## config.mk

```make
export PLATFORM = sky130hd
export DESIGN_NAME = fifo_sc_fwft_m
export DESIGN_NICKNAME = d
export VERILOG_FILES = /design/src/rtl/fifo_pkg.sv /design/src/rtl/fifo_ram_sdp_m.sv /design/src/rtl/fifo_sc_fwft_m.sv
export SDC_FILE = /design/constraint.sdc
export NUM_CORES = 1
export LEC_CHECK = 0
export ABC_AREA = 1
export BUFFER_PORTS_ARGS = -buffer_cell sky130_fd_sc_hd__buf_2
export CAP_MARGIN = 20
export CORE_MARGIN = 2
export CORE_UTILIZATION = 59
export CTS_CLUSTER_DIAMETER = 30
export DETAILED_ROUTE_END_ITERATION = 10
export GPL_TIMING_DRIVEN = 0
export HOLD_SLACK_MARGIN = 0.06
export PLACE_DENSITY_LB_ADDON = 0.1
export SKIP_LAST_GASP = 1
export SLEW_MARGIN = 10
export SYNTH_ARGS = -nofsm -noshare
export SYNTH_HDL_FRONTEND = slang
export SYNTH_SLANG_ARGS = --single-unit
export TNS_END_PERCENT = 10
```

## constraint.sdc

```tcl
create_clock -name clk -period 2.3 [get_ports clk]
set_input_delay 0.115 -clock clk [delete_from_list [all_inputs] [get_ports clk]]
set_output_delay 0.115 -clock clk [all_outputs]
set_load 0.01 [all_outputs]
```

## src/rtl/fifo_pkg.sv

```systemverilog
// Shared constants and helpers for the single-clock FWFT FIFO and its storage.
package fifo_pkg;

    localparam string MEMTYPE_AUTO        = "auto";
    localparam string MEMTYPE_DISTRIBUTED = "distributed";
    localparam string MEMTYPE_BLOCK       = "block";

    localparam int MAX_DEPTH = 4096;

    // Never returns 0, so a 2-entry FIFO still gets a 1-bit pointer.
    function automatic int clog2_safe(input int n);
        return (n <= 2) ? 1 : $clog2(n);
    endfunction

    function automatic int count_width(input int depth);
        return clog2_safe(depth) + 1;
    endfunction

    typedef logic [$clog2(MAX_DEPTH):0] count_max_t;

endpackage

```

## src/rtl/fifo_ram_sdp_m.sv

```systemverilog
// Simple dual-port RAM: synchronous write, asynchronous read (needed for exact FWFT head).
module fifo_ram_sdp_m
    import fifo_pkg::*;
#(
    parameter type   DATA_ITEM_TYPE = logic,
    parameter int    DEPTH          = 32,
    parameter string MEMTYPE        = MEMTYPE_AUTO,
    localparam int   AW             = clog2_safe(DEPTH)
) (
    input  logic          clk,
    input  logic          we,
    input  logic [AW-1:0] waddr,
    input  DATA_ITEM_TYPE wdata,
    input  logic [AW-1:0] raddr,
    output DATA_ITEM_TYPE rdata
);

    if (MEMTYPE != MEMTYPE_AUTO && MEMTYPE != MEMTYPE_DISTRIBUTED && MEMTYPE != MEMTYPE_BLOCK) begin : g_bad_memtype
        $error("fifo_ram_sdp_m: MEMTYPE must be auto, distributed or block");
    end

    (* ram_style = MEMTYPE *) DATA_ITEM_TYPE mem [DEPTH];

    always_ff @(posedge clk) begin
        if (we) begin
            mem[waddr] <= wdata;
        end
    end

    assign rdata = mem[raddr];

endmodule

```

## src/rtl/fifo_sc_fwft_m.sv

```systemverilog
// Single-clock first-word-fall-through FIFO with level flags, flush and sticky error flags.
module fifo_sc_fwft_m
    import fifo_pkg::*;
#(
    parameter type   DATA_ITEM_TYPE = logic,
    parameter int    DEPTH          = 32,
    parameter int    AFULL_THRESH   = DEPTH - 2,
    parameter int    AEMPTY_THRESH  = 2,
    parameter string MEMTYPE        = MEMTYPE_AUTO
) (
    input  logic                  clk,
    input  logic                  rst_n,
    input  logic                  flush,
    input  DATA_ITEM_TYPE         tail,
    input  logic                  push,
    output DATA_ITEM_TYPE         head,
    input  logic                  pop,
    output logic                  full,
    output logic                  empty,
    output logic                  almost_full,
    output logic                  almost_empty,
    output logic [$clog2(DEPTH):0] count,
    output logic                  overflow,
    output logic                  underflow
);

    localparam int AW = clog2_safe(DEPTH);
    typedef logic [count_width(DEPTH)-1:0] count_t;

    if (DEPTH < 2 || DEPTH > MAX_DEPTH || (DEPTH & (DEPTH - 1)) != 0) begin : g_bad_depth
        $error("fifo_sc_fwft_m: DEPTH must be a power of two in 2..4096");
    end
    if (AFULL_THRESH < 1 || AFULL_THRESH > DEPTH) begin : g_bad_afull
        $error("fifo_sc_fwft_m: AFULL_THRESH must be in 1..DEPTH");
    end
    if (AEMPTY_THRESH < 0 || AEMPTY_THRESH > DEPTH - 1) begin : g_bad_aempty
        $error("fifo_sc_fwft_m: AEMPTY_THRESH must be in 0..DEPTH-1");
    end

    logic [AW-1:0] wr_ptr;
    logic [AW-1:0] rd_ptr;
    count_t        count_q;
    logic          do_push;
    logic          do_pop;

    // Acceptance uses only registered flags, so full/empty never see push/pop combinationally.
    assign do_push = push && !full && !flush;
    assign do_pop  = pop && !empty && !flush;

    always_ff @(posedge clk or negedge rst_n) begin
        if (!rst_n) begin
            wr_ptr    <= '0;
            rd_ptr    <= '0;
            count_q   <= '0;
            overflow  <= 1'b0;
            underflow <= 1'b0;
        end else if (flush) begin
            wr_ptr    <= '0;
            rd_ptr    <= '0;
            count_q   <= '0;
            overflow  <= 1'b0;
            underflow <= 1'b0;
        end else begin
            if (do_push) begin
                wr_ptr <= wr_ptr + 1'b1;
            end
            if (do_pop) begin
                rd_ptr <= rd_ptr + 1'b1;
            end
            case ({do_push, do_pop})
                2'b10:   count_q <= count_q + 1'b1;
                2'b01:   count_q <= count_q - 1'b1;
                default: count_q <= count_q;
            endcase
            if (push && full) begin
                overflow <= 1'b1;
            end
            if (pop && empty) begin
                underflow <= 1'b1;
            end
        end
    end

    assign count        = count_q;
    assign full         = (count_q == count_t'(DEPTH));
    assign empty        = (count_q == '0);
    assign almost_full  = (count_q >= count_t'(AFULL_THRESH));
    assign almost_empty = (count_q <= count_t'(AEMPTY_THRESH));

    fifo_ram_sdp_m #(
        .DATA_ITEM_TYPE (DATA_ITEM_TYPE),
        .DEPTH          (DEPTH),
        .MEMTYPE        (MEMTYPE)
    ) u_ram (
        .clk   (clk),
        .we    (do_push),
        .waddr (wr_ptr),
        .wdata (tail),
        .raddr (rd_ptr),
        .rdata (head)
    );

    a_push_while_full: assert property (@(posedge clk) disable iff (!rst_n) !(push && full))
        else $warning("fifo_sc_fwft_m: push while full, item dropped");
    a_count_range: assert property (@(posedge clk) disable iff (!rst_n) count_q <= count_t'(DEPTH));
    a_full_and_empty: assert property (@(posedge clk) disable iff (!rst_n) !(full && empty));

endmodule

```

==> impl_metrics.ini <==
[place]
place_inst = 354
placed_area_mm2 = 0.002759
portBuffers = 18
place.gp.congestion = 0.8141
dpl.hpwl_um = 3911

[outcome]
status = completed

[setup_path]
r2r-start = count[2]
crit_chain = buf_2, buf_2, nor2_1, o32ai_1, a31oi_1, a31oi_1, buf_2
cpMostUsedCell = buf_2
cp-end-kind = output pin
cp.required_ps = 2180
critPathMaxFanout = 10
slowest_delay_ps = 380
critPathLaunchType = flop
r2r-end = count[4]
r2r_cells = 16
critPathKind = flop to output pin
r2r_slack_ps = 220
crit_arrival_ps = 2050
slowest_stage = dfrtp_1

[synth]
yosys.area.top_type_share = 0.3691
synth_top_area_cell = edfxtp_1
syn_inst = 284
synth_top_flop_cell = edfxtp_1
yosysSeqAreaShare = 0.5420
yosys-top-cells-area = edfxtp_1 (37%), dfrtp_1 (17%), nor2_1 (9.2%)
synth_fp_nets = 298
synth_enable_flop_cells = 32
synthDistinctLibCells = 32
synth_warnings = 0
netlist_area_mm2 = 0.002604
postSynthAreaPerCell_um2 = 9.168
ys_ff_latch = 50
async_flop_share = 0.3600

[grt]
use_met2 = 0.3826
grt_max_degree = 33
grt-ovfl-total = 0
grt_pass1_vias = 1902
grt_usage = 0.2450
grt_pass1_wl_um = 9356
grt_util_met3 = 0.04329
antenna_found_initial = 0
met1_usage = 0.3587
top_usage_layer = met2

[floorplan]
num_rows = 24
start_util = 0.6064
ios = 19
dieArea_mm2 = 0.004960
die_width_um = 70.43
die_h_um = 70.43
core_mm2 = 0.004294

[timing]
grt_setup_unrepaired = true
tightest_slew_ps = 481.9
fin_worst_skew_ps = 4.919
slew_headroom = 0.6787
hold_viol_final = 0
fin_crit_sh = 0.9394
timing.fmax_mhz = 462.8
hold_slack_ps = 86.99
fin_crit_ps = 2161
slew_violations = 0
setup_viol = 0

[cells_and_area]
final_layout_size_suffix_gt1_frac = 0.1710
layout.cells.non_filler = 362
final_cell_mix = nor2_1 (64), nand2_1 (40), edfxtp_1 (32), nand3_1 (23), buf_2 (22)
multi_input_area_mm2 = 0.001075
nNetsFinal = 323
design_area_mm2 = 0.002867
final_util = 0.6675
final_common_cell = nor2_1
n_antenna_cell = 0
register_area_mm2 = 0.001413
num-fill-cells = 373
area_growth_pct = 10.09

[pwr]
vdd_drop_max_mv = 0.4836
power_per_cell_area_mw_per_mm2 = 929.6
finalPower_mw = 2.665
p_leak_nw = 1.178

[clock_tree]
postCtsSetupBuffers = 0
cts.path.max_buffers = 2
insertion_delay_ps = 310
root_buffer = clkbuf_8
cts.clk_slew.worst_paths_ps = 90
cts_tree = done
clock_sinks = 50
cts_max_level = 2
cts_buffers = 5

[hold_path]
holdPathEnd = underflow
hold_path_depth = 2
hp-class = input pin to flop
hp-start = flush

[route]
dr.pass1.iters = 4
wl_per_cell_um = 15.31
drt_iter0_markers = 217
via_per_inst = 5.663
vias = 2050
antenna_left = 0
drc = 0
wirelength_um = 5544

[flow_run]
maxCapViolCount = 0
==> worst max path at each step <==
stage / startpoint / end / slack (ps)
after global routing: rd_ptr[0] / head / -10
after global placement: count[1] / count[4] / 300
after CTS: rd_ptr[1] / head / 70
after detailed placement: count[2] / count[4] / 240
after floorplan: count[3] / count[5] / 460
final: rd_ptr[0] / head / 140
==> state kept, by name, summed over array words and instances, names as in the netlist <==
register	flops
wr_ptr	5
u_ram.mem	32
count	6
underflow	1
rd_ptr	5
overflow	1
==> cell families after synthesis <==
family | count (synthesis) | share of synthesized area
flip-flops | 50 | 0.5420
adder cells (fa/ha/maj) | 8 | 0.03844
AO/OA/AOI/OAI | 43 | 0.09658
multiplexers | 2 | 0.007689
buffers and inverters | 32 | 0.04902
AND/OR/NAND/NOR | 147 | 0.2595
XOR/XNOR | 2 | 0.006729
==> metrics by stage <==
stage          setup slack (ps)  TNS (ps)
5_1_grt                  -10.89    -10.89
3_3_place_gp              299.6         0
6_report                  139.3         0
4_1_cts                   71.08         0
3_5_place_dp              244.4         0
2_1_floorplan             460.3         0
==> critical path: cells and delay by family (launching register included) <==
| family | cells | cell delay, ps |
|---|---|---|
| compound gates | 3 | 630 |
| flops | 1 | 380 |
| buf+inv | 3 | 660 |
| simple gates | 1 | 70 |
==> Yosys cell counts, types with 3 or more instances <==
library cell,instances
nor2_1,64
nand2_1,40
edfxtp_1,32
nand3_1,23
inv_1,20
o21ai_0,19
dfrtp_1,18
ha_1,8
a21oi_1,7
inv_2,5
buf_2,4
nand2_2,4
nor2_2,4
o21ai_1,4
o32ai_1,4
nor3_1,3
==> layer usage <==
layer | vias up | share of wire
met5 | - | 0
met4 | 0 | 0.011
met3 | 7 | 0.047
met2 | 49 | 0.49
met1 | 985 | 0.45
li1 | 1009 | -
==> power by group <==
group | leakage (nW) | switching [mW] | internal [mW] | total [mW]
registers | 0.530 | 0.133 | 1.03 | 1.16
logic | 0.603 | 0.629 | 0.350 | 0.979
clock network | 0.0441 | 0.307 | 0.214 | 0.521
total | 1.18 | 1.07 | 1.60 | 2.66
==> repair_timing <==
action                                  in CTS  in global routing
endpoints found under the setup margin       0                  2
hold buffers                                 1                  0
resized for setup                            0                  3
endpoints found under the hold margin       18                  0
==> final cells by class <==
class,count,share of cell area
sequential,50,0.4928
multi-input combinational,202,0.3749
timing repair buffer,19,0.03492
inverter,26,0.03492
clock buffer,5,0.02401
tap,52,0.02270
buffer,5,0.008293
clock inverter,3,0.007420
Power figures use the tool's default switching activity.
